[src/rtl/serial_byte_capture_if.sv]
`default_nettype none
// ============================================================================
//  Module      : serial_byte_capture_if
//  Description : Bundles the serial bit input (data_i/ena_i) and the
//                valid/ready byte output of serial_byte_capture.
//                slave  : the capture block (consumes bits, produces bytes)
//                master : the driving side (bit source + byte consumer)
//  Signals     : data_i    serial bit, meaningful when ena_i=1
//                ena_i     bit-valid strobe
//                m_data_o  head-of-FIFO byte
//                m_valid_o FIFO not empty
//                m_ready_i consumer accepts head byte
//  Revision    : 1.0 - initial release
// ============================================================================
interface serial_byte_capture_if;
    logic       data_i;
    logic       ena_i;
    logic [7:0] m_data_o;
    logic       m_valid_o;
    logic       m_ready_i;

    modport slave (
        input  data_i,
        input  ena_i,
        input  m_ready_i,
        output m_data_o,
        output m_valid_o
    );

    modport master (
        output data_i,
        output ena_i,
        output m_ready_i,
        input  m_data_o,
        input  m_valid_o
    );
endinterface
`default_nettype wire

[src/rtl/serial_byte_capture.sv]
`default_nettype none
// ============================================================================
//  Module      : serial_byte_capture
//  Description : Deserializes an MSB-first bit stream into bytes and buffers
//                them in a first-word-fall-through FIFO with a valid/ready
//                output. Flags stalled partial bytes (idle timeout) and
//                FIFO overflow.
//  Ports       : CLK_I      system clock (rising edge)
//                RST_I      asynchronous active-high reset
//                clr_i      synchronous clear of sticky flags
//                bus        serial input + byte stream (slave modport)
//                level_o    FIFO occupancy 0..DEPTH
//                ovf_o      sticky: completed byte dropped on full FIFO
//                frm_err_o  one-cycle pulse: partial byte discarded
//                drop_cnt_o saturating dropped-byte counter (optional)
//  Options     : define SBC_DROP_CNT_EN to add drop_cnt_o
//  Revision    : 1.0 - initial release
// ============================================================================
module serial_byte_capture #(
    parameter int DEPTH       = 4,
    parameter int TIMEOUT_CYC = 16
) (
    input  logic                     CLK_I,
    input  logic                     RST_I,
    input  logic                     clr_i,
    serial_byte_capture_if.slave     bus,
`ifdef SBC_DROP_CNT_EN
    output logic [7:0]               drop_cnt_o,
`endif
    output logic [$clog2(DEPTH):0]   level_o,
    output logic                     ovf_o,
    output logic                     frm_err_o
);

    localparam int c_AW = $clog2(DEPTH);

    typedef enum logic [0:0] {
        S_IDLE  = 1'b0,
        S_SHIFT = 1'b1
    } state_t;

    state_t       state_q, state_d;
    logic [2:0]   bitcnt_q, bitcnt_d;
    // Only the 7 oldest bits need storing; the 8th comes straight from data_i.
    logic [6:0]   shreg_q, shreg_d;
    logic         frm_err_q;
    logic         ovf_q, ovf_d;
    logic [c_AW:0] wr_ptr_q, rd_ptr_q;
    logic [7:0]   mem [DEPTH];

    logic         w_push;
    logic         w_pop;
    logic         w_empty;
    logic         w_full;
    logic         w_accept;
    logic         w_drop;
    logic         w_timeout;
    logic [7:0]   w_byte;

    // ------------------------------------------------------------------
    // Idle timeout (only counts while a partial byte is held)
    // ------------------------------------------------------------------
    generate
        if (TIMEOUT_CYC > 0) begin : g_timeout
            localparam int c_IW = $clog2(TIMEOUT_CYC + 1);
            localparam logic [c_IW-1:0] c_TO_LAST = c_IW'(TIMEOUT_CYC - 1);
            logic [c_IW-1:0] idle_cnt_q, idle_cnt_d;

            // Fires on the idle cycle that brings the count to TIMEOUT_CYC.
            assign w_timeout = (state_q == S_SHIFT) && !bus.ena_i &&
                               (idle_cnt_q == c_TO_LAST);

            always_comb begin
                idle_cnt_d = idle_cnt_q;
                if ((state_q != S_SHIFT) || bus.ena_i || w_timeout)
                    idle_cnt_d = '0;
                else
                    idle_cnt_d = idle_cnt_q + 1'b1;
            end

            always_ff @(posedge CLK_I or posedge RST_I) begin
                if (RST_I) idle_cnt_q <= '0;
                else       idle_cnt_q <= idle_cnt_d;
            end
        end else begin : g_no_timeout
            assign w_timeout = 1'b0;
        end
    endgenerate

    // ------------------------------------------------------------------
    // Deserializer FSM
    // ------------------------------------------------------------------
    assign w_byte = {shreg_q, bus.data_i};

    always_comb begin
        state_d  = state_q;
        bitcnt_d = bitcnt_q;
        shreg_d  = shreg_q;
        w_push   = 1'b0;
        case (state_q)
            S_IDLE: begin
                if (bus.ena_i) begin
                    shreg_d  = w_byte[6:0];
                    bitcnt_d = 3'd1;
                    state_d  = S_SHIFT;
                end
            end
            S_SHIFT: begin
                if (bus.ena_i) begin
                    shreg_d = w_byte[6:0];
                    if (bitcnt_q == 3'd7) begin
                        w_push   = 1'b1;
                        bitcnt_d = 3'd0;
                        state_d  = S_IDLE;
                    end else begin
                        bitcnt_d = bitcnt_q + 3'd1;
                    end
                end else if (w_timeout) begin
                    bitcnt_d = 3'd0;
                    state_d  = S_IDLE;
                end
            end
            default: begin
                bitcnt_d = 3'd0;
                state_d  = S_IDLE;
            end
        endcase
    end

    always_ff @(posedge CLK_I or posedge RST_I) begin
        if (RST_I) begin
            state_q   <= S_IDLE;
            bitcnt_q  <= 3'd0;
            shreg_q   <= 7'd0;
            frm_err_q <= 1'b0;
        end else begin
            state_q   <= state_d;
            bitcnt_q  <= bitcnt_d;
            shreg_q   <= shreg_d;
            frm_err_q <= w_timeout;
        end
    end

    // ------------------------------------------------------------------
    // FIFO: extra pointer MSB distinguishes full from empty
    // ------------------------------------------------------------------
    assign w_empty  = (wr_ptr_q == rd_ptr_q);
    assign w_full   = (wr_ptr_q[c_AW-1:0] == rd_ptr_q[c_AW-1:0]) &&
                      (wr_ptr_q[c_AW] != rd_ptr_q[c_AW]);
    assign w_pop    = !w_empty && bus.m_ready_i;
    // A pop frees the slot being written, so full+pop still accepts.
    assign w_accept = w_push && (!w_full || w_pop);
    assign w_drop   = w_push && w_full && !w_pop;

    always_ff @(posedge CLK_I or posedge RST_I) begin
        if (RST_I) begin
            wr_ptr_q <= '0;
            rd_ptr_q <= '0;
        end else begin
            if (w_accept) wr_ptr_q <= wr_ptr_q + 1'b1;
            if (w_pop)    rd_ptr_q <= rd_ptr_q + 1'b1;
        end
    end

    always_ff @(posedge CLK_I) begin
        if (w_accept) mem[wr_ptr_q[c_AW-1:0]] <= w_byte;
    end

    // Set has priority over clear.
    always_comb begin
        ovf_d = ovf_q;
        if (w_drop)     ovf_d = 1'b1;
        else if (clr_i) ovf_d = 1'b0;
    end

    always_ff @(posedge CLK_I or posedge RST_I) begin
        if (RST_I) ovf_q <= 1'b0;
        else       ovf_q <= ovf_d;
    end

`ifdef SBC_DROP_CNT_EN
    logic [7:0] drop_cnt_q, drop_cnt_d;

    always_comb begin
        drop_cnt_d = drop_cnt_q;
        if (clr_i)
            drop_cnt_d = w_drop ? 8'd1 : 8'd0;
        else if (w_drop && (drop_cnt_q != 8'hFF))
            drop_cnt_d = drop_cnt_q + 8'd1;
    end

    always_ff @(posedge CLK_I or posedge RST_I) begin
        if (RST_I) drop_cnt_q <= 8'd0;
        else       drop_cnt_q <= drop_cnt_d;
    end

    assign drop_cnt_o = drop_cnt_q;
`endif

    // Output is forced to zero when empty so stale/unwritten memory never shows.
    assign bus.m_data_o  = w_empty ? 8'h00 : mem[rd_ptr_q[c_AW-1:0]];
    assign bus.m_valid_o = !w_empty;
    assign level_o       = wr_ptr_q - rd_ptr_q;
    assign ovf_o         = ovf_q;
    assign frm_err_o     = frm_err_q;

endmodule
`default_nettype wire
[src/flat_wrapper.sv]
// flat-port wrapper written by rule: the top's interface ports become plain ports
module serial_byte_capture_flat 
#(
    parameter int DEPTH       = 4,
    parameter int TIMEOUT_CYC = 16
)
  (CLK_I, RST_I, clr_i, level_o, ovf_o, frm_err_o, bus_data_i, bus_ena_i, bus_m_ready_i, bus_m_data_o, bus_m_valid_o);
  serial_byte_capture_if bus_i ();
  input  logic CLK_I;
  input  logic RST_I;
  input  logic clr_i;
  output logic [$clog2(DEPTH):0] level_o;
  output logic ovf_o;
  output logic frm_err_o;
  input wire logic [$bits(bus_i.data_i)-1:0] bus_data_i;
  input wire logic [$bits(bus_i.ena_i)-1:0] bus_ena_i;
  input wire logic [$bits(bus_i.m_ready_i)-1:0] bus_m_ready_i;
  output wire logic [$bits(bus_i.m_data_o)-1:0] bus_m_data_o;
  output wire logic [$bits(bus_i.m_valid_o)-1:0] bus_m_valid_o;
  assign bus_i.data_i = bus_data_i;
  assign bus_i.ena_i = bus_ena_i;
  assign bus_i.m_ready_i = bus_m_ready_i;
  assign bus_m_data_o = bus_i.m_data_o;
  assign bus_m_valid_o = bus_i.m_valid_o;
  serial_byte_capture #(.DEPTH(DEPTH), .TIMEOUT_CYC(TIMEOUT_CYC)) u_core (.CLK_I(CLK_I), .RST_I(RST_I), .clr_i(clr_i), .bus(bus_i), .level_o(level_o), .ovf_o(ovf_o), .frm_err_o(frm_err_o));
endmodule
[config.mk]
export PLATFORM = sky130hd
export DESIGN_NAME = serial_byte_capture_flat
export DESIGN_NICKNAME = d
export VERILOG_FILES = /design/src/rtl/serial_byte_capture_if.sv /design/src/rtl/serial_byte_capture.sv /design/src/flat_wrapper.sv
export SDC_FILE = /design/constraint.sdc
export NUM_CORES = 1
export LEC_CHECK = 0
export ABC_AREA = 1
export ABC_CLOCK_PERIOD_IN_PS = 5600
export BUFFER_PORTS_ARGS = -buffer_cell sky130_fd_sc_hd__buf_2
export CAP_MARGIN = 20
export CORE_MARGIN = 5
export CORE_UTILIZATION = 50
export DETAILED_ROUTE_END_ITERATION = 10
export GPL_TIMING_DRIVEN = 0
export HOLD_SLACK_MARGIN = 0.1
export PLACE_DENSITY = 0.68
export SYNTH_ARGS = -nofsm -noshare
export SYNTH_HDL_FRONTEND = slang
export SYNTH_SLANG_ARGS = --single-unit
[constraint.sdc]
create_clock -name CLK_I -period 5.6 [get_ports CLK_I]
set_input_delay 0.28 -clock CLK_I [delete_from_list [all_inputs] [get_ports CLK_I]]
set_output_delay 0.28 -clock CLK_I [all_outputs]
set_load 0.03 [all_outputs]
# Yosys cells after proc, flatten, opt, wreduce, memory -nomap -nowiden

Memories as Yosys holds them, arrays and structs flattened.
Cells that the tools add are included.

Bitwise operators: 1
Eq/ne operators: 7
Reductions and logical operators: 16
Muxes and demuxes: 20
$add $sub $neg: 5

Operator list:

| kind                                                 | count |
|---|---|
| 2-to-1 mux 3 bit                                     | 4 |
| 2-to-1 mux 1 bit                                     | 11 |
| adder 3 x 1 -> 3 bit (second input constant)         | 3 |
| 2-to-1 mux 8 bit                                     | 1 |
| logical AND 1 bit                                    | 7 |
| 2-to-1 mux 7 bit                                     | 1 |
| case mux 3 bit (2 select lines)                      | 1 |
| adder 5 x 1 -> 5 bit (second input constant)         | 1 |
| equality test 5 x 4 -> 1 bit (second input constant) | 1 |
| 2-to-1 mux 5 bit                                     | 1 |
| logical NOT 1 bit                                    | 4 |
| equality test 3 bit                                  | 1 |
| equality test 3 bit (second input constant)          | 1 |
| logical OR 1 bit                                     | 3 |
| inequality test 3 bit (second input constant)        | 1 |
| subtractor 3 bit                                     | 1 |
| equality test 2 bit                                  | 1 |
| inequality test 2 bit (second input constant)        | 1 |
| case mux 1 bit (2 select lines)                      | 1 |
| AND reduction 2 bit                                  | 1 |
| nonzero test 2 bit                                   | 1 |
| inequality test 1 bit                                | 1 |
| inverter 1 bit                                       | 1 |

Register bits after elaboration: 24
RAM bits: 32
Memories: 1
Output and inout port bits: 14

Memories:

| memory     | depth | bits a word | read ports | clocked after memory_dff | write ports | line                      | source |
|---|---|---|---|---|---|---|---|
| u_core.mem | 4     | 8           | 1          | 0                        | 1           | serial_byte_capture.sv:49 | `logic [7:0] mem [DEPTH];` |

# Logic depth before layout (Yosys ltp)

Gate-level depths: netlist (run 1).

Depth after elaboration: 7
Depth in mapped cells: 9

# Worst setup path after synthesis (run 1)

No wires, ideal clock.

Kind: reg-to-output
Start: reg u_core.rd_ptr_q[1]
End: out bus_m_data_o[0]
Path slack: 3.542 ns
Data required time: 5.320 ns
Arrival time: 1.778 ns
Stages on the path, launching flop included: 9
Path through: dfrtp_1 > buf_2 > inv_2 > ha_1 > nand2_1 > inv_1 > nand3_4 > inv_2 > a21oi_1

Word-level cells in the longest chain between the ends: 2
Elaborated cells between the ends (all ways): 3
Classes of those cells: eq/ne (1); mux (1); memory (1)

Ends and longest elaborated chain:

| element                                                        | line                       | source |
|---|---|---|
| start, declared                                                | serial_byte_capture.sv:48  | `logic [c_AW:0] wr_ptr_q, rd_ptr_q;` |
| start signal, assigned                                         | serial_byte_capture.sv:161 | `if (w_pop) rd_ptr_q <= rd_ptr_q + 1'b1;` |
| memory read (4 x 8 bit) or equality test 3 bit (tied branches) | n/a                        |  |
| 2-to-1 mux 8 bit (*)                                           | serial_byte_capture.sv:201 | `assign bus.m_data_o = w_empty ? 8'h00 : mem[rd_ptr_q[c_AW-1:0]];` |
| end, declared                                                  | flat_wrapper.sv:18         | `output wire logic [$bits(bus_i.m_data_o)-1:0] bus_m_data_o;` |

Every way passes the cells marked *; elsewhere a longest branch is shown, timed or not.

# Final worst setup path (run 1)

Start: reg u_core.rd_ptr_q[1]
End: out bus_m_data_o[2]

Same word-level chain as after synthesis.

==> results of run 1 <==
==> cell usage in the layout (no fill, tap or decap), drive strengths merged, types with 2 or more instances in the layout <==
master and instances:
clkinv 2, nand2 76, dfrtp 24, nand3 10
nor2 44, inv 43, xor2 4, clkbuf 5
ha 11, a21oi 9, o21ai 5, buf 25
edfxtp 32
==> layout make-up <==
class	instances	area share
clock inverters	3	0.00779
repair buffers	19	0.0329
flip-flops and latches	56	0.540
inverters	42	0.0554
well taps	70	0.0303
clock buffers	5	0.0238
plain buffers	6	0.0151
multi-input cells	164	0.295
==> state kept, by name (all words and copies together) (netlist names), 3 cells and up <==
name / flops
u_core.bitcnt_q: 3
u_core.g_timeout.idle_cnt_q: 5
u_core.mem: 32
u_core.rd_ptr_q: 3
u_core.shreg_q: 7
u_core.wr_ptr_q: 3
==> layer usage <==
metal	GRT usage	wire length (um)	vias up
met5	0	0	-
met4	0.0548	72	0
met3	0.0260	142	7
met2	0.257	2110	23
met1	0.194	2100	757
li1	-	-	885
==> synthesized netlist by cell type <==
cell and n:
sky130_fd_sc_hd__nand3_1 8, sky130_fd_sc_hd__o21ai_0 1, sky130_fd_sc_hd__nand3b_1 1, sky130_fd_sc_hd__buf_6 1, sky130_fd_sc_hd__nor2_1 39, sky130_fd_sc_hd__nand2_4 3, sky130_fd_sc_hd__o21ai_1 4, sky130_fd_sc_hd__o22ai_1 1
sky130_fd_sc_hd__nor2_4 1, sky130_fd_sc_hd__dfrtp_1 24, sky130_fd_sc_hd__nand3_4 1, sky130_fd_sc_hd__inv_4 1, sky130_fd_sc_hd__nand3_2 1, sky130_fd_sc_hd__nor3_1 1, sky130_fd_sc_hd__inv_2 2, sky130_fd_sc_hd__nand2_2 2
sky130_fd_sc_hd__inv_1 39, sky130_fd_sc_hd__edfxtp_1 32, sky130_fd_sc_hd__xor2_1 4, sky130_fd_sc_hd__buf_4 3, sky130_fd_sc_hd__fa_1 1, sky130_fd_sc_hd__a21oi_1 9, sky130_fd_sc_hd__nor3b_1 1, sky130_fd_sc_hd__ha_1 11
sky130_fd_sc_hd__nand2_1 71, sky130_fd_sc_hd__buf_2 2, sky130_fd_sc_hd__nor2_2 4
==> critical path, cell delays in order (launching register included) <==
cell and delay [ps]:
sky130_fd_sc_hd__dfrtp_1 410, sky130_fd_sc_hd__buf_2 260, sky130_fd_sc_hd__inv_2 150, sky130_fd_sc_hd__ha_1 310, sky130_fd_sc_hd__nand2_1 70, sky130_fd_sc_hd__inv_1 60, sky130_fd_sc_hd__nand3_4 80, sky130_fd_sc_hd__inv_2 100
sky130_fd_sc_hd__a21oi_1 160, sky130_fd_sc_hd__buf_2 220
==> stage by stage <==
step	std cells	worst slack, ps	hold WS (ps)
finish	365	3170	130
CTS	365	3130	125
global placement	357	3330	451
detailed placement	357	3310	453
global route	365	2980	128
floorplan	268	3540	295
==> power groups by stage <==
stage | registers [mW] | clock network, mW | logic [mW]
after CTS | 0.508 | 0.227 | 0.644
after global placement | 0.516 | 0 | 0.632
after floorplan | 0.506 | 0 | 0.493
final | 0.509 | 0.222 | 0.634
after global routing | 0.517 | 0.243 | 0.699
after detailed placement | 0.517 | 0 | 0.644
==> kinds of logic after synthesis <==
family | Yosys count | synth area share
adder cells (fa/ha/maj) | 12 | 0.0602
XOR/XNOR | 4 | 0.0134
buffers and inverters | 48 | 0.0779
AND/OR/NAND/NOR | 133 | 0.223
flip-flops | 56 | 0.597
AO/OA/AOI/OAI | 15 | 0.0292
==> worst max-delay path by stage <==
| stage | end | slack (ps) | from | cells after the start |
|---|---|---|---|---|
| 4_1_cts | bus_m_data_o[2] | 3130 | u_core.rd_ptr_q[1] | 9 |
| 5_1_grt | bus_m_data_o[2] | 2980 | u_core.rd_ptr_q[1] | 9 |
| 2_1_floorplan | bus_m_data_o[0] | 3540 | u_core.rd_ptr_q[1] | 8 |
| 6_report | bus_m_data_o[2] | 3170 | u_core.rd_ptr_q[1] | 9 |
| 3_3_place_gp | u_core.mem[3][5] | 3330 | u_core.rd_ptr_q[1] | 8 |
| 3_5_place_dp | u_core.mem[3][5] | 3310 | u_core.rd_ptr_q[1] | 8 |
==> results.txt, run 1 <==
Summed over all cells, the static leakage comes to 1.38 nW. The count of pins on the block boundary was 20; the violation count after the first detailed-routing iteration was 81. The logs give 0.163 for the share of power burned in the clock network and 0 ps for the aggregate negative setup slack. Number of buffers on the longest clock path: 2. The kind of path behind the tightest hold check is primary input to flip-flop. For the post-synth net total, the log shows 286.

Endpoint class of the critical path: an output pin. At the worst endpoint, the arrival time is 2150 ps. For the footprint of the multi-input gates, the log shows 852 sq um. The startpoint identified for the worst register-to-register timing path is u_core.rd_ptr_q[1]. The number of cells on the worst hold path works out to 2. The final weighted congestion of routability-driven global placement is 0.788, and the layout net count is 312.

The run gives 27 as the number of library cell types mapped by synthesis. The total cell area at the placement stage is 2800 sq um. The number of antenna violations at the first check in global routing came out at 0. Detailed placement finished with a half-perimeter wire length of 2.99 mm.

The H-tree depth was 2; the cts-stage hold buffer count was 0. The number of cells on the worst reg-to-reg path is 8. The critical path class is flip-flop to output pin. The ratio of cells with drive above 1 in the final layout is 0.163. For this design the ratio of total power to cell area is 472 nW/um^2.

The shortest clock period the worst path allows after layout was 2430 ps; the relative max-transition margin was 0.384. Of all cell types, the one taking the most synthesized area is sky130_fd_sc_hd__edfxtp_1. The sequential cells in the finished layout cover a total of 1560 sq um. The internal portion of the total power is 0.758 mW. The cell sitting at the root of the clock tree is a sky130_fd_sc_hd__clkbuf_8. The logs give 0.597 for the sequential element share of the synthesized area and 10.7 ps for the final clock skew. The width of the die was 82.4 um; the total length of routed wires was 4.42 mm. The tools report the count of synthesis-stage warnings from yosys as 0. The worst register-to-register path ends at u_core.mem[3][7]. Across the run, the number of max-cap violations was 0. The design draws 1.36 mW.

Setup violations remaining at the end of the flow were counted as 0. After synthesis, the cell types taking the most area are sky130_fd_sc_hd__edfxtp_1 (37%), sky130_fd_sc_hd__dfrtp_1 (23%), sky130_fd_sc_hd__nand2_1 (10%). The logs give 1,606 for the number of global-route vias before repair and 3350 ps for the setup slack of the worst register-to-register path. The fraction of the core area covered by cells at the end of the flow was 0.566; the clock transition at the registers of the reported paths was 100 ps.

For the remaining global-route overflow, the log shows 0. Synthesis handed over a netlist of 268 instances. The combinational share of power is 0.465. The share of the synthesized area in the top cell type works out to 0.367. The repair_antennas step left the layout with diodes totalling 0. Before antenna repair, the detailed router went through 4 iterations. After floorplanning, the core was sized to cover 5110 sq um. The full die area is 6780 sq um, and the number of buffer cells added on primary ports is 19. Relative to the synthesized area, the layout overhead comes to 10.5%. The tools report the number of nets with antenna violations after detailed routing as 0.

The achievable frequency is 411 MHz. The worst-case IR drop observed on VDD is 0.220 mV. The mean instance size in the synthesized netlist is 9.77 sq um. The startpoint of the most critical hold path was clr_i.

After detailed routing, the number of vias per cell comes to 4.58. The routed via count is 1,672, and the post-synthesis sequential element count is 56. The run gives 26 as the total number of placement rows. Setup repair after global routing left no endpoint under its margin.

The logs give 56 for the number of sinks handled by clock tree synthesis and 7.62 mm for the global-route wire length before repair. Measured along the y axis, the die boundary spans 82.4 um. STA classifies the critical path startpoint as a flip-flop.

The net switching fraction of the power was 0.444. The path with the worst hold slack has its endpoint at u_core.ovf_o. The tools report the initial cell density of the core as 0.512. The number of endpoints with negative hold slack in the final report was 0. The flow ran to the end, and the final reports show no timing, DRC or antenna violations. Entering global routing, the biggest net connects 25 pins.

For this run, design rule violations remaining after detail routing come to 0. The logs give 0.373 for the sequential group share of total power and 0 for the post-cts gate resize count. For the required time at the worst-slack endpoint, the log shows 5320 ps. The layout filler cell count came out at 446. Summing all non-filler instances in the final layout gives an area of 2890 sq um. The global routing usage summed across all routing layers came out at 0.151.

The largest fanout of any net on the critical path is 10. The routed wirelength normalized by instance count works out to 12.1 um. The final max-slew violation count is 0, and the final period utilization is 0.434.

The tools report the total CTS buffers as 5. TritonCTS built the clock tree. The cell area that synthesis handed to floorplanning was 2620 sq um.

Clock insertion delay at the later pin of the skew report: 310 ps. In this run the power spent charging and discharging nets is 0.606 mW. At the pin with the least slew margin, the transition time is 923 ps. Post-CTS timing repair inserted 0 buffers for setup.
Power figures use the tool's default switching activity.
==> run 2, diff against run 1 <==
- ABC_CLOCK_PERIOD_IN_PS: 5600 -> 2300
- clock period: 5.6 -> 2.3 ns (I/O delays scaled with it)
==> results.txt, run 2 (synthesized netlist as in run 1, its figures left out) <==
On the final layout, the worst clock skew is 10.1 ps. The number of detailed-route iterations in the first pass is 4, and the final instance area is 2950 sq um. The tools report the number of global-route vias before repair as 1,622. The endpoint class of the critical path is an output pin. At the later pin of the worst-skew pair, clock insertion delay measures 310 ps. The aggregate negative setup slack came out at 0 ps. The largest net degree at the start of global routing is 25. Subtracting the final worst setup slack from the clock period gives 2080 ps. The worst setup path is launched from a flip-flop.

The number of endpoints with negative hold slack in the final report is 0, and the detailed-route vias per instance is 4.54. Full die area: 6780 sq um. The kind of path behind the tightest hold check was primary input to flip-flop. The transition at the pin with the smallest max-transition slack was 920 ps. In the layout the commonest cells are sky130_fd_sc_hd__nand2_1 (71), sky130_fd_sc_hd__inv_1 (39), sky130_fd_sc_hd__nor2_1 (39). The logs give 0 for the number of violations of the max-capacitance limit and 0.472 for the combinational share of power. The height of the die is 82.4 um, and the number of buffers on the longest clock path is 2.

The relative max-transition margin is 0.386, and the routed via count is 1,681. Timing analysis after detailed placement gives a worst setup slack of 10.5 ps. The internal power consumption is 1.88 mW.

The clock transition at the registers of the reported paths was 100 ps; the setup violation total in the final timing report was 0. After floorplanning, the core was divided into 26 placement rows. STA puts the critical path data required time at 2180 ps. For the data arrival time of the critical path, the log shows 1970 ps. The multi-input combinational cells in the finished layout cover a total of 852 sq um. The layout net count is 317, and the width of the die is 82.4 um.

Ratio of cells with drive above 1 in the final layout: 0.163. The tools report the remaining global-route overflow as 0. Once detailed placement completed, the half-perimeter wirelength came to 2.99 mm.

After filler insertion, the fill cell instance count of the layout stands at 440. The tools report the achievable frequency as 480 MHz. The H-tree generated during clock tree synthesis spans 2 levels. The total cell area at the placement stage is 2800 sq um.

In this run the power spent charging and discharging nets is 1.48 mW. The library cell used most frequently in the layout, excluding fill and tap cells, is sky130_fd_sc_hd__nand2_1. The final max-slew violation count is 0, and the number of buffer cells added on primary ports is 19. The tools report the number of sinks handled by clock tree synthesis as 56. After the first detailed-routing iteration, the DRC count stood at 70.

The global routing usage summed across all routing layers came out at 0.152. The tools report the remaining design rule violation count as 0. The run finished with clean final reports. TritonCTS built the clock tree. The tightest hold path in the finished design has a slack of 173 ps. IR analysis of the VDD net gives a maximum drop of 0.542 mV.

In the final routed layout, each cell accounts on average for 12.0 um. The share of power burned in the clock network was 0.161; the number of antenna cells inserted was 0. For this design the top-level I/O count stands at 20. By startpoint and endpoint, the worst setup path is classified as flip-flop to output pin. The net switching fraction of the power came out at 0.441. The area growth from synthesis to layout was 12.6%.

The final period utilization works out to 0.905. The run gives 1.40 nW as the leakage power. The total CTS buffers is 5.

The register with the most flip-flops in the layout has 32 of them. The placeable core area is 5110 sq um. Clock tree synthesis selected as its root buffer the cell sky130_fd_sc_hd__clkbuf_8. The logs give 7.67 mm for the global-route wire length before repair and 0.512 for the initial cell density of the core. The total length of routed wires is 4.45 mm. Areal power density over the cells: 1140 nW/um^2. Number of nets with antenna violations after detailed routing: 0. The number of antenna violations at the first check in global routing was 0; the area used by sequential logic in the layout was 1560 sq um. Setup repair after global routing left no endpoint under its margin.

Routability-driven placement finished with a final weighted congestion of 0.788. The worst-case setup margin in the final layout was 218 ps. The sequential group share of total power was 0.367.

Along the worst path, the maximum fanout reaches 10.
## run 2: changes by cell type in the layout (fill, tap and decap cells not counted), sizes merged
cell,delta
dlygate4sd3,+4
clkbuf,+1
## run 2: through the flow
| stage | power, mW | instances | util |
|---|---|---|---|
| after floorplan | 2.43 | 268 | - |
| after global placement | 2.79 | 357 | 0.548 |
| after detailed placement | 2.83 | 357 | 0.548 |
| after CTS | 3.37 | 369 | 0.574 |
| after global routing | 3.59 | 370 | 0.577 |
| final | 3.36 | 370 | 0.577 |
## run 2: area by class of cell
cell class / count / share of cell area
tap: 70 / 0.0297
clock inverter: 3 / 0.00764
clock buffer: 5 / 0.0234
buffer: 6 / 0.0157
inverter: 42 / 0.0552
multi-input combinational: 164 / 0.289
timing repair buffer: 24 / 0.0493
sequential: 56 / 0.530
## run 2: worst max-delay path, cell delays in order (launching register included)
cell and delay, ps:
sky130_fd_sc_hd__dfrtp_1 390, sky130_fd_sc_hd__buf_4 190, sky130_fd_sc_hd__inv_4 130, sky130_fd_sc_hd__ha_1 240, sky130_fd_sc_hd__nand2_1 70, sky130_fd_sc_hd__inv_1 60
sky130_fd_sc_hd__nand3_4 90, sky130_fd_sc_hd__inv_2 100, sky130_fd_sc_hd__a21oi_1 160, sky130_fd_sc_hd__buf_2 220
## run 2: path summary, 6_finish.rpt
kind                                                 from                             end  slack, ps  cells after the start
min in group asynchronous                           RST_I              u_core.wr_ptr_q[2]        540                      3
setup reg to reg                       u_core.rd_ptr_q[1]                u_core.mem[3][7]        220                      8
setup / recovery                       u_core.rd_ptr_q[1]                 bus_m_data_o[1]        220                      9
hold reg to reg            u_core.g_timeout.idle_cnt_q[0]  u_core.g_timeout.idle_cnt_q[0]        470                      1
hold / removal                                  bus_ena_i                u_core.frm_err_o        170                      3
max in group asynchronous                           RST_I               u_core.shreg_q[2]       1190                      3
## run 2: repair_timing
action | 4_1_cts | 5_1_grt
gates cloned | 0 | 0
endpoints found under the setup margin | 1 | 10
hold endpoints to repair | 33 | 0
setup buffers | 0 | 1
resized for setup | 1 | 2
hold buffers | 4 | 0
## run 2: metal layers
metal  vias to the layer above  track usage  routed length (um)
li1                        892            -                   -
met1                       761        0.195                2120
met2                        21        0.259                2150
met3                         7       0.0260                 112
met4                         0       0.0548                  72
met5                         -            0                   0
## run 2: power groups by stage
stage	sequential [mW]	combinational, mW	clock (mW)
3_3_place_gp	1.26	1.54	0
4_1_cts	1.24	1.58	0.552
3_5_place_dp	1.26	1.57	0
5_1_grt	1.25	1.75	0.591
6_report	1.23	1.59	0.540
2_1_floorplan	1.23	1.20	0
==> run 3, diff against run 2 <==
- CORE_UTILIZATION: 50 -> 57
- PLACE_DENSITY: 0.68 -> 0.76
==> results.txt, run 3 (synthesized netlist as in run 1, its figures left out) <==
After layout, the minimum clock period comes to 2140 ps. The library cell used most frequently in the layout, excluding fill and tap cells, is sky130_fd_sc_hd__nand2_1. Number of global-route vias before repair: 1,743.

At the end of routability-driven placement, the weighted congestion stood at 0.732. The logs give 0.169 for the global routing usage summed across all routing layers and 25 for the largest net degree at the start of global routing. The final clock skew came out at 5.73 ps.

From bottom edge to top edge, the die measures 77.8 um. Setup violations remaining at the end of the flow were counted as 0. For the worst-skew pair, the clock arrives at the later sink with an insertion delay of 310 ps. The tools report the sequential group share of total power as 0.358.

In the routed design, unresolved DRC markers number 0. Number of flip-flops under the largest register name: 32. The min-delay analysis places its worst path in the category primary input to flip-flop.

After the last flow step, the layout net total stands at 317. In this run the power density over the cells is 1170 nW/um^2. The tools report the placeable core area as 4410 sq um.

Cell internal power was estimated by the tool at 1.98 mW. The logs give 1560 sq um for the area used by sequential logic in the layout and 0.185 for the share of power burned in the clock network. The combinational share of power is 0.457, and the routed wirelength normalized by instance count is 12.6 um. The first global-routing pass estimated 8.05 mm of wire.

Setup repair after global routing left no endpoint under its margin. In the routed layout, each cell is associated on average with a via count of 4.94. Leaving out fill and tap cells, the most frequent cells in the layout are sky130_fd_sc_hd__nand2_1 (71), sky130_fd_sc_hd__inv_1 (39), sky130_fd_sc_hd__nor2_1 (39). The tools report the data arrival time of the critical path as 2030 ps.

20 I/O pins were placed. Once placement completed, the tool counted placed cells totaling 339. Before antenna repair, the detailed router went through 4 iterations. The final period utilization came out at 0.933. TritonCTS built the clock tree.

Leakage power: 1.41 nW. The number of buffer cells added on primary ports was 19. After clock tree synthesis, the clock-pin slew on the worst setup and hold paths is 90 ps.

Number of nets with antenna violations after detailed routing: 0. The total number of placement rows was 24. Number of endpoints with negative hold slack in the final report: 0. The run gives 0 as the number of violations of the max-capacitance limit. The endpoint class of the critical path is an output pin. The achievable frequency came out at 466 MHz. In the final timing run, aggregate negative setup slack is 0 ps. The run gives 0 as the remaining global-route overflow. H-tree depth: 2. The relative max-transition margin is 0.406.

The run gives 0.593 as the initial cell density of the core. The largest fanout of any net on the critical path is 10, and the number of antenna violations at the first check in global routing is 0. The run gives 3.12 mm as the HPWL after detailed placement.

Area growth from synthesis to layout: 12.7%. The worst-case IR drop observed on VDD is 0.598 mV. After the flow finishes, the layout carries non-filler instances totaling 352. The worst setup path is of the flip-flop to output pin kind. The tools report the final max-slew violation count as 0. From left edge to right edge, the die measures 77.8 um. The number of sinks handled by clock tree synthesis was 56; the footprint of the multi-input gates was 852 sq um. The violation count after the first detailed-routing iteration was 136; the transition at the pin with the smallest max-transition slack was 890 ps.

The total CTS buffers was 5; the layout filler cell count was 357. CTS placed an instance of sky130_fd_sc_hd__clkbuf_8 at the clock tree root. The run finished with clean final reports.

STA classifies the critical path startpoint as a flip-flop. The net switching fraction of the power came out at 0.427. Ratio of cells with drive above 1 in the final layout: 0.163.

The clock passes through at most 2 buffers. The routed layout has 1,738 vias. The logs give 4.44 mm for the total length of routed wires and 6050 sq um for the full die area. Data on the critical path is required at its endpoint by 2180 ps. 0 antenna diodes ended up in the layout. For the net switching power, the log shows 1.48 mW.
[run 3: cell count changes in the layout (fill, tap and decap cells not counted)]
cell	delta
sky130_fd_sc_hd__bufinv_16	+1
sky130_fd_sc_hd__inv_6	-1
sky130_fd_sc_hd__clkinv_2	-1
sky130_fd_sc_hd__clkinv_4	+1
[run 3: critical path, stage by stage (launching register included)]
cell and delay, ps:
sky130_fd_sc_hd__dfrtp_1 400, sky130_fd_sc_hd__buf_4 210, sky130_fd_sc_hd__inv_4 80, sky130_fd_sc_hd__ha_1 290, sky130_fd_sc_hd__nand2_1 80, sky130_fd_sc_hd__inv_1 70, sky130_fd_sc_hd__nand3_4 90, sky130_fd_sc_hd__inv_2 100
sky130_fd_sc_hd__a21oi_1 180, sky130_fd_sc_hd__clkbuf_4 230
[run 3: power groups by stage]
stage / Clock [mW] / Combinational [mW] / Sequential (mW)
final: 0.640 / 1.58 / 1.24
after global routing: 0.706 / 1.76 / 1.25
after CTS: 0.659 / 1.57 / 1.24
after detailed placement: 0 / 1.56 / 1.26
after global placement: 0 / 1.53 / 1.25
after floorplan: 0 / 1.20 / 1.23
[run 3: metal layers]
metal  up-vias  track usage  share of wire
met1       810        0.203           0.43
li1        897            -              -
met3         7       0.0324          0.032
met5         -            0              0
met4         0       0.0567          0.015
met2        24        0.302           0.52
[run 3: area by class of cell]
type / instances / share of cell area
Tap cell: 52 / 0.0221
Clock inverter: 3 / 0.0161
Buffer: 6 / 0.0157
Sequential cell: 56 / 0.529
Multi-Input combinational cell: 164 / 0.289
Timing Repair Buffer: 24 / 0.0492
Inverter: 42 / 0.0552
Clock buffer: 5 / 0.0233
[run 3: per-stage QoR]
stage               worst slack [ps]  instance area [sq um]  hold WS [ps]   util  power (mW)
global route                    3.93                   2950           170  0.668        3.72
global placement                47.1                   2780           290  0.629        2.78
floorplan                        407                   2620           130      -        2.43
finish                           155                   2950           165  0.668        3.46
CTS                             3.56                   2930           158  0.665        3.46
detailed placement              40.1                   2780           299  0.629        2.82
[run 3: repair_timing]
item,4_1_cts,5_1_grt
endpoints found under the hold margin,33,0
buffers inserted,0,1
hold buffers,4,0
setup endpoints to repair,0,40
resized for setup,0,4
[run 3: worst paths after layout]
path	startpoint	end	slack [ps]	depth (start not counted)
max	u_core.rd_ptr_q[1]	bus_m_data_o[2]	160	9
min	bus_ena_i	u_core.bitcnt_q[1]	160	3
max reg2reg	u_core.rd_ptr_q[1]	u_core.mem[3][4]	200	8
min reg2reg	u_core.g_timeout.idle_cnt_q[0]	u_core.g_timeout.idle_cnt_q[0]	470	1
max in group asynchronous	RST_I	u_core.shreg_q[3]	1210	3
min in group asynchronous	RST_I	u_core.wr_ptr_q[2]	540	3
